<file path="config.mk">
export PLATFORM = sky130hd
export DESIGN_NAME = move_sequencer
export DESIGN_NICKNAME = d
export VERILOG_FILES = /design/src/rtl/move_sequencer_pkg.sv /design/src/rtl/move_sequencer.sv
export SDC_FILE = /design/constraint.sdc
export NUM_CORES = 1
export LEC_CHECK = 0
export ABC_AREA = 1
export CORE_MARGIN = 5
export CORE_UTILIZATION = 55
export DETAILED_ROUTE_END_ITERATION = 10
export HOLD_SLACK_MARGIN = 0.05
export PLACE_DENSITY_LB_ADDON = 0.1
export SYNTH_ARGS = -nofsm -noshare
export SYNTH_HDL_FRONTEND = slang
export SYNTH_SLANG_ARGS = --single-unit
export TNS_END_PERCENT = 100
</file>
<file path="constraint.sdc">
create_clock -name CLK -period 2.57 [get_ports CLK]
set_input_delay 0.257 -clock CLK [delete_from_list [all_inputs] [get_ports CLK]]
set_output_delay 0.257 -clock CLK [all_outputs]
set_load 0.02 [all_outputs]
</file>
<file path="src/rtl/move_sequencer_pkg.sv">
// Shared definitions for the move sequencer: slot-buffer geometry and the
// sequencer state encoding used by the DDA move controller.
package move_sequencer_pkg;

  localparam int MOVE_BUFFER_BITS = 2;
  localparam int MOVE_BUFFER_SIZE = 2;

  typedef enum logic [1:0] {
    ST_IDLE   = 2'd0,
    ST_LOAD   = 2'd1,
    ST_RUN    = 2'd2,
    ST_FINISH = 2'd3
  } seq_state_t;

endpackage

</file>
<file path="src/rtl/move_sequencer.sv">
// Move sequencer: walks the move-slot ring buffer, loads each pending slot into
// the per-axis timers, runs it for exactly move_duration DDA ticks (pausable by
// halt) and then releases the slot back to the SPI side.
module move_sequencer
  import move_sequencer_pkg::*;
#(
  parameter int buffer_bits        = MOVE_BUFFER_BITS,
  parameter int buffer_size        = MOVE_BUFFER_SIZE,
  parameter int move_duration_bits = 32
) (
  input  logic                          CLK,
  input  logic                          resetn,
  input  logic                          dda_tick,
  input  logic [buffer_size-1:0]        stepready,
  input  logic [move_duration_bits-1:0] move_duration,
  input  logic                          halt,
  output logic [buffer_bits-1:0]        moveind,
  output logic                          loading_move,
  output logic                          executing_move,
  output logic                          move_done,
  output logic                          buffer_dtr
);

  seq_state_t                    state;
  logic [buffer_size-1:0]        finished;
  logic [buffer_size-1:0]        finished_nxt;
  logic [buffer_size-1:0]        pending;
  logic [buffer_size-1:0]        slot_sel;
  logic                          slot_pending;
  logic [move_duration_bits-1:0] ticks_left;

  // Ring-buffer successor of a slot index; the last populated slot wraps to 0.
  function automatic logic [buffer_bits-1:0] next_slot(input logic [buffer_bits-1:0] idx);
    if (idx == buffer_bits'(buffer_size - 1))
      return '0;
    return idx + buffer_bits'(1);
  endfunction

  // Decode the current slot and work out which slots the SPI side has filled
  // but the sequencer has not yet consumed.
  always_comb begin
    slot_sel = '0;
    for (int i = 0; i < buffer_size; i++) begin
      if (moveind == buffer_bits'(i))
        slot_sel[i] = 1'b1;
    end
    pending      = stepready ^ finished;
    slot_pending = |(pending & slot_sel);
    // The slot is released on the edge leaving FINISH, so buffer_dtr is
    // computed from the post-edge finished vector to rise together with move_done.
    finished_nxt = (state == ST_FINISH) ? (finished ^ slot_sel) : finished;
  end

  // Timers must stop in the very cycle halt rises, so this follows halt directly.
  assign executing_move = (state == ST_RUN) && !halt;

  // Sequencer FSM with registered strobes and the move duration down-counter.
  always_ff @(posedge CLK) begin
    if (!resetn) begin
      state        <= ST_IDLE;
      moveind      <= '0;
      finished     <= '0;
      ticks_left   <= '0;
      loading_move <= 1'b0;
      move_done    <= 1'b0;
      buffer_dtr   <= 1'b1;
    end else begin
      loading_move <= 1'b0;
      move_done    <= 1'b0;
      finished     <= finished_nxt;
      buffer_dtr   <= ~&(stepready ^ finished_nxt);
      case (state)
        ST_IDLE: begin
          if (slot_pending && !halt) begin
            state        <= ST_LOAD;
            loading_move <= 1'b1;
          end
        end
        ST_LOAD: begin
          ticks_left <= move_duration;
          state      <= (move_duration == '0) ? ST_FINISH : ST_RUN;
        end
        ST_RUN: begin
          if (!halt && dda_tick) begin
            // The tick consumed at a count of one is the last one of the move;
            // the guard on zero keeps the counter from ever wrapping.
            if (ticks_left <= move_duration_bits'(1)) begin
              ticks_left <= '0;
              state      <= ST_FINISH;
            end else begin
              ticks_left <= ticks_left - move_duration_bits'(1);
            end
          end
        end
        ST_FINISH: begin
          move_done <= 1'b1;
          moveind   <= next_slot(moveind);
          state     <= ST_IDLE;
        end
        default: state <= ST_IDLE;
      endcase
    end
  end

endmodule

</file>
Word-level counts from Yosys, hierarchy flattened

Cells that the tools add are included.

Bits in registers: 41
Bits in latches: 0
Memory bits (writable): 0
Bits in read-only memories: 0
Input bits: 38
Output and inout bits: 6
Logic and storage cells: 52
Memories: 0

$add $sub $neg: 2
Multipliers: 0
Div/mod/pow operators: 0
$lt $le $gt $ge: 1
Equal/unequal tests: 7
Shift-type cells: 0
Muxes and demuxes: 17
Bitwise gates (word level): 4
Reduce and logical (&&, ||, !) cells: 14

Operator list:

| kind                                                                    | count |
|---|---|
| 32-bit 2-to-1 mux                                                       | 2 |
| 32-bit case mux with 2 select lines                                     | 1 |
| 32-bit by 1-bit <= comparator with 1-bit output, second input constant  | 1 |
| 32-bit logical NOT                                                      | 1 |
| 32-bit by 1-bit subtractor with 32-bit output, second input constant    | 1 |
| 2-bit 2-to-1 mux                                                        | 6 |
| 2-bit case mux with 4 select lines                                      | 1 |
| 1-bit 2-to-1 mux                                                        | 7 |
| 2-bit AND reduction                                                     | 3 |
| 2-bit bitwise XOR                                                       | 3 |
| 2-bit by 1-bit equality test with 1-bit output, second input constant   | 2 |
| 2-bit equality test, second input constant                              | 2 |
| 2-bit logical NOT                                                       | 2 |
| 2-bit by 1-bit inequality test with 1-bit output, second input constant | 2 |
| 1-bit logical AND                                                       | 3 |
| 3-bit AND reduction                                                     | 1 |
| 2-bit by 1-bit adder with 2-bit output, second input constant           | 1 |
| 2-bit bitwise AND                                                       | 1 |
| 1-bit logical NOT                                                       | 2 |
| 2-bit inequality test, second input constant                            | 1 |
| 2-bit nonzero test                                                      | 1 |
| 2-bit OR reduction                                                      | 1 |

Depth between registers and ports, before layout

Gate-level depths: netlist of run 1.

Depth after elaboration: 7
Mapped depth: 11
Mapped depth without buffers: 10

Least setup slack after synthesis of run 1

Ideal clock, no wire load.

Kind: flip-flop to flip-flop
Start point: register state[0]
End point: register ticks_left[11]
Library setup time: 0.122 ns
Arrival: 1.495 ns
Slack: 0.954 ns
Stages on the path, launching flop included: 10
Path buffers: 1
Period minus slack after synthesis: 1.616 ns
Cells stage by stage: dfxtp_1 -> inv_1 -> ha_1 -> inv_2 -> nand2_1 -> nand2_1 -> inv_2 -> buf_2 -> a21oi_1 -> a21oi_2

Longest elaborated chain between the ends: 3
Elaborated cells on any way between the ends: 6
Those cells by class: eq/ne: 3; mux: 1; reduce/logical: 2

RTL lines:

| item                                                                                                    | RTL line             | source |
|---|---|---|
| start, declared                                                                                         | move_sequencer.sv:24 | `seq_state_t state;` |
| start signal, assigned                                                                                  | move_sequencer.sv:81 | `state <= (move_duration == '0) ? ST_FINISH : ST_RUN;` |
| 2-bit equality test or 2-bit by 1-bit equality test with 1-bit output (tied branches)                   | move_sequencer.sv:72 | `case (state)` |
| 2-bit by 1-bit inequality test with 1-bit output (no source line) or 2-bit nonzero test (tied branches) | -                    |  |
| 2-bit AND reduction (no source line)                                                                    | -                    |  |
| end signal, assigned                                                                                    | move_sequencer.sv:80 | `ticks_left <= move_duration;` |
| end signal, assigned                                                                                    | move_sequencer.sv:91 | `ticks_left <= ticks_left - move_duration_bits'(1);` |
| end, declared                                                                                           | move_sequencer.sv:30 | `logic [move_duration_bits-1:0] ticks_left;` |

Parallel ways exist; a longest one is shown, timed or not.
A chain may end at the register's enable or synchronous reset.

Worst setup path after layout of run 1

Start point: register state[0]
End point: output executing_move

Longest elaborated chain between the ends: 2

RTL lines:

| item                | RTL line             | source |
|---|---|---|
| 2-bit equality test | move_sequencer.sv:55 | `assign executing_move = (state == ST_RUN) && !halt;` |
| 1-bit logical AND   | move_sequencer.sv:55 |  |
| end, declared       | move_sequencer.sv:19 | `output logic executing_move,` |

No other way between the ends.

==> results of run 1 <==
## worst max-delay path: stages (launching register included)
cell	delay [ps]
dfxtp_1	360
inv_1	140
ha_1	260
inv_2	110
nor2_1	130
clkdlybuf4s50_1	620
## report_power, final
part	leakage (uW)	internal [uW]	total [uW]	switching, uW
combinational	0.00104	1080	3170	2090
clock	0.0000395	194	423	229
sequential	0.000337	875	1170	290
total	0.00141	2150	4760	2610
## worst paths after layout
| kind | start | end | slack [ps] | depth (start not counted) |
|---|---|---|---|---|
| hold / removal | finished[0] | finished[0] | 500 | 2 |
| setup reg to reg | state[0] | ticks_left[27] | 430 | 8 |
| setup / recovery | state[0] | executing_move | 410 | 5 |
| hold reg to reg | finished[0] | finished[0] | 500 | 2 |
## per-stage QoR
stage,hold WS (ps),utilization [%],setup slack [ps],std cells,power (uW)
after global routing,506.6,65.34,243.5,568,5257
final,495.2,65.34,408.2,568,4760
after global placement,466.6,63.88,567.9,560,4254
after CTS,492.8,65.34,424.1,568,4753
after floorplan,441.6,-,953.7,459,3778
after detailed placement,478.8,63.88,480.9,560,4317
## registers in the layout (all words and copies together), names as in the netlist
name and count:
loading_move 1, move_done 1, finished 2, ticks_left 32, buffer_dtr 1, state 2
moveind 2
## logic make-up (layout without fill, tap and decap cells)
| group | Yosys count | count (layout) |
|---|---|---|
| AO/OA/AOI/OAI | 115 | 115 |
| buffers and inverters | 55 | 92 |
| adder cells (fa/ha/maj) | 7 | 7 |
| XOR/XNOR | 17 | 17 |
| flip-flops | 41 | 41 |
| AND/OR/NAND/NOR | 224 | 224 |
## area by class of cell
cell class | instances | share of cell area, %
Sequential cell | 41 | 22.95
Clock buffer | 8 | 2.239
Inverter | 38 | 3.989
Timing Repair Buffer | 46 | 12.67
Multi-Input combinational cell | 363 | 55.63
Tap cell | 72 | 2.519
## synthesized netlist by cell type (all sizes together)
| master | n |
|---|---|
| nand2 | 95 |
| nor2 | 90 |
| a21oi | 70 |
| dfxtp | 41 |
| inv | 38 |
| o21ai | 38 |
| nand3 | 34 |
| clkbuf | 10 |
| xor2 | 9 |
| xnor2 | 8 |
| buf | 7 |
| ha | 7 |
| o21bai | 6 |
| nand4 | 4 |
| nor3 | 1 |
| o211ai | 1 |
## cells in the final DEF (no fill, tap or decap), types with 12 or more instances in the layout
cell type        Yosys  routed
o21ai_0             37      37
inv_1               36      36
nor2_1              73      73
a21oi_1             58      58
nand2_2             12      12
nand3_1             21      21
clkdlybuf4s50_1      0      43
a21oi_2             12      12
nand3_2             13      13
nand2_1             81      81
dfxtp_1             41      41
## layer usage
layer | up-vias | share of wire (%)
met4 | 0 | 1.7
met2 | 76 | 47
met3 | 12 | 5.7
met1 | 1404 | 46
met5 | - | 0
li1 | 1571 | -
==> flow_summary.toml, run 1 <==
[grt]
grt_max_degree = 40
grt_use_met3_pct = 3.435
grt_pass1_vias = 2918
antenna_found_initial = 0
grt_use_met1_pct = 29.83
grt-ovfl-total = 0
busiest_layer = "met2"
grt_use_total_pct = 22.54
grt_use_met2_pct = 38.43
grt_pass1_wl_um = 13540

[run_status]
status = "completed"

[sta]
worst_pin_slew_ps = 619.2
rsz0062_at_grt = "no"
setup_tns_ps = 0
post-route-period-util_pct = 84.12
relSlewSlack_pct = 58.72
finalMaxSlewViolations = 0
setup_violations = 0
skew_ps = 8.373
timing.fmax_mhz = 462.6
hold_viol_final = 0
layout_min_cycle_time_ps = 2162

[yosys]
synth_top_cell_area_share_pct = 26.76
yosys_register_bits = 41
synth_cells = 459
yosys.area_share.simple_pct = 36.23
synth.distinct_cells = 28
synthMuxAreaShare_pct = 0
synth_compound_area_share_pct = 20.93
synth_area_um2 = 3067
synth_top_family_by_area = "simple AND/OR/NAND/NOR gates"
synth_top_area_cell = "dfxtp_1"
synth_area_leaders = "dfxtp_1, nand2_1, a21oi_1"
synthAdderAreaFrac_pct = 2.856
synth_xor_area_share_pct = 4.855
synth_warnings = 0
avgSynthCellArea_um2 = 6.681
syn_nets = 504
ys_seq_area_share_pct = 26.76

[drt]
first_pass_iters = 4
post_drt_wl_per_cell_um = 13.52
routed_via_density = 5.393
post-route-drc-count = 0
vias = 3063
ant_nets = 0
drt_iter0_markers = 255
wl_um = 7680

[worst_setup_path]
path_class = "reg -> out"
path_max_fanout = 5
start_kind = "flop"
end_kind = "primary output"
required_ps = 2310
arrival_ps = 1900

[floorplan]
die_h_um = 84.67
initial_core_util_pct = 56.04
die_x_um = 84.67
io_pins = 44
fp-row-count = 27
core_area_um2 = 5473
die-area_um2 = 7169

[cts]
hold_buffers = 0
cts_tree = "done"
clock-sinks = 41
htree_levels = 2
clockBufferDepth = 2
cts_root_buf = "clkbuf_8"
path_clk_slew_ps = 80
cts_setup_buffers = 0
post_cts_resized = 0
insertion_delay_ps = 290
numCtsBuffers = 5

[layout]
multi_input_area_um2 = 1989
fill_cells = 527
antenna_cells = 0
regArea_um2 = 820.8
nets = 540
drive_gt1_share_pct = 13.51
syn2layout_area_growth_pct = 16.61
final_area_um2 = 3576

[worst_hold_path]
hp-class = "reg -> reg"

[placement]
hpwl_um = 5581
gp_congestion = 0.8170
portBuffers = 43
place_area_um2 = 3496

[power]
ir_worst_vdd_v = 0.0007283
p_per_area_nw_per_um2 = 1331
leakage_uw = 0.001412

[run]
cap_violations = 0
Power figures use the tool's default switching activity.
==> run 2: changes to the inputs <==
- CORE_UTILIZATION: 55 -> 50
- clock period: 2.57 -> 1.85 ns (I/O delays scaled with it)
==> run 2 against run 1 <==
Compared with the run above: cell area grew 4.8%; critical path depth grew 4; cell count grew 2.8%; sequential share of layout area shrank 1.0 points; clock power grew 110%; critical endpoint is now ticks_left[31]; largest power group unchanged.
==> flow_summary.toml, run 2 (synthesis gave the netlist of run 1 again) <==
[power]
ir_worst_vdd_v = 0.001046
p_per_area_nw_per_um2 = 1906
p_sw_share_pct = 51.91
intPower_uw = 3433
switching_power_uw = 3705
p_comb_share_pct = 64.9
leakage_uw = 0.001517
power_frac_seq_pct = 22.5
clkPwrFrac_pct = 12.6
total_power_uw = 7139

[grt]
grt-ovfl-total = 0
grt_pass1_vias = 2791
grt_max_degree = 40
grt_pass1_wl_um = 12840
grt_use_total_pct = 20.62
antenna_found_initial = 0

[floorplan]
die_h_um = 88.32
die_x_um = 88.32
fp-row-count = 28
initial_core_util_pct = 51.49
core_area_um2 = 5956
die-area_um2 = 7800
io_pins = 44

[layout]
regArea_um2 = 820.8
layout_commonest_cell = "nand2_1"
final_util_pct = 62.90
antenna_cells = 0
syn2layout_area_growth_pct = 22.15
layout_common_cells = "nand2_1, nor2_1, a21oi_1, clkdlybuf4s50_1, dfxtp_1"
multi_input_area_um2 = 1989
nets = 553
fill_cells = 565
drive_gt1_share_pct = 16.31
final_cells = 584
largest_register_ff_count = 32
top_register = "ticks_left"

[worst_setup_path]
start_kind = "flop"
arrival_ps = 1920
worstPathCellList = "inv_1 -> ha_1 -> inv_2 -> nand2_1 -> nand2_1 -> buf_4 -> o21ai_0 -> inv_1 -> a21oi_2"
path_class = "reg -> reg"
path_max_fanout = 33
worst_path_largest_cell_delay_ps = 330
cp_top_family = "buffers and inverters"
end_kind = "flop"
critPathBufInv = 4
required_ps = 2050
slowest_stage = "dfxtp_1"

[cts]
path_clk_slew_ps = 90
hold_buffers = 0
htree_levels = 2
clockBufferDepth = 2
insertion_delay_ps = 300
cts_root_buf = "clkbuf_8"
numCtsBuffers = 5
clock-sinks = 41
cts_tree = "done"

[drt]
ant_nets = 0
vias = 3044
drt_iter0_markers = 216
post-route-drc-count = 0
post_drt_wl_per_cell_um = 13.23
routed_via_density = 5.212
wl_um = 7724
first_pass_iters = 4

[sta]
post-route-period-util_pct = 92.94
timing.fmax_mhz = 581.6
finalMaxSlewViolations = 0
worst_pin_slew_ps = 347.0
setup_tns_ps = 0
rsz0062_at_grt = "no"
hold_viol_final = 0
skew_ps = 7.107
layout_min_cycle_time_ps = 1719
setup_violations = 0
fin_hold_ws_ps = 488.5
relSlewSlack_pct = 76.78

[placement]
gp_congestion = 0.8568
hpwl_um = 5815
placedCellCount = 573
portBuffers = 43

[worst_hold_path]
hp-class = "reg -> reg"

[run]
cap_violations = 0

[run_status]
status = "completed"
## run 2: changes by cell type in the layout (fill, tap and decap cells not counted), sizes merged
cell / change
clkdlybuf4s50: -1
clkbuf: -3
bufinv: +2
dlygate4sd2: +1
buf: +13
inv: +1
## run 2: layout make-up
type / instances / share of cell area, %
Multi-Input combinational cell: 363 / 53.11
Sequential cell: 41 / 21.91
Timing Repair Buffer: 59 / 15.00
Inverter: 38 / 3.808
Tap cell: 75 / 2.505
Clock buffer: 5 / 1.837
Clock inverter: 3 / 1.837
## run 2: power groups by stage
| stage | combinational [uW] | sequential, uW | clock (uW) |
|---|---|---|---|
| after CTS | 4590 | 1590 | 918 |
| after global routing | 5210 | 1660 | 954 |
| after global placement | 4520 | 1610 | 0 |
| after floorplan | 3710 | 1540 | 0 |
| after detailed placement | 4570 | 1610 | 0 |
| final | 4630 | 1610 | 900 |
## run 2: path summary, 6_finish.rpt
path | start | endpoint | slack [ps] | cells past startpoint
setup / recovery | state[0] | ticks_left[31] | 130 | 9
hold / removal | finished[0] | finished[0] | 490 | 2
setup reg to reg | state[0] | ticks_left[31] | 130 | 9
hold reg to reg | finished[0] | finished[0] | 490 | 2
## run 2: per-layer routing
layer	global-route usage, %	wire length (um)	up-vias
met1	29.21	3756	1363
li1	-	-	1601
met3	2.886	398	8
met5	0	0	-
met4	5.769	92	0
met2	32.70	3476	72
## run 2: timing repair
action / CTS / global route
cloned: 0 / 0
gates resized for setup: 1 / 0
hold endpoints to repair: 0 / 0
pin swaps: 0 / 1
setup buffers: 0 / 3
setup endpoints to repair: 1 / 20
## run 2: stage by stage
stage / worst slack (ps) / instance area, um^2
floorplan: 233.7 / 3067
finish: 130.6 / 3746
global placement: 96.83 / 3587
global route: 5.332 / 3746
CTS: 47.35 / 3724
detailed placement: 77.58 / 3587
## run 2: worst min-delay path, stage by stage, from the launching register on
cell and delay, ps:
dfxtp_1 330, inv_1 70, a21oi_1 50
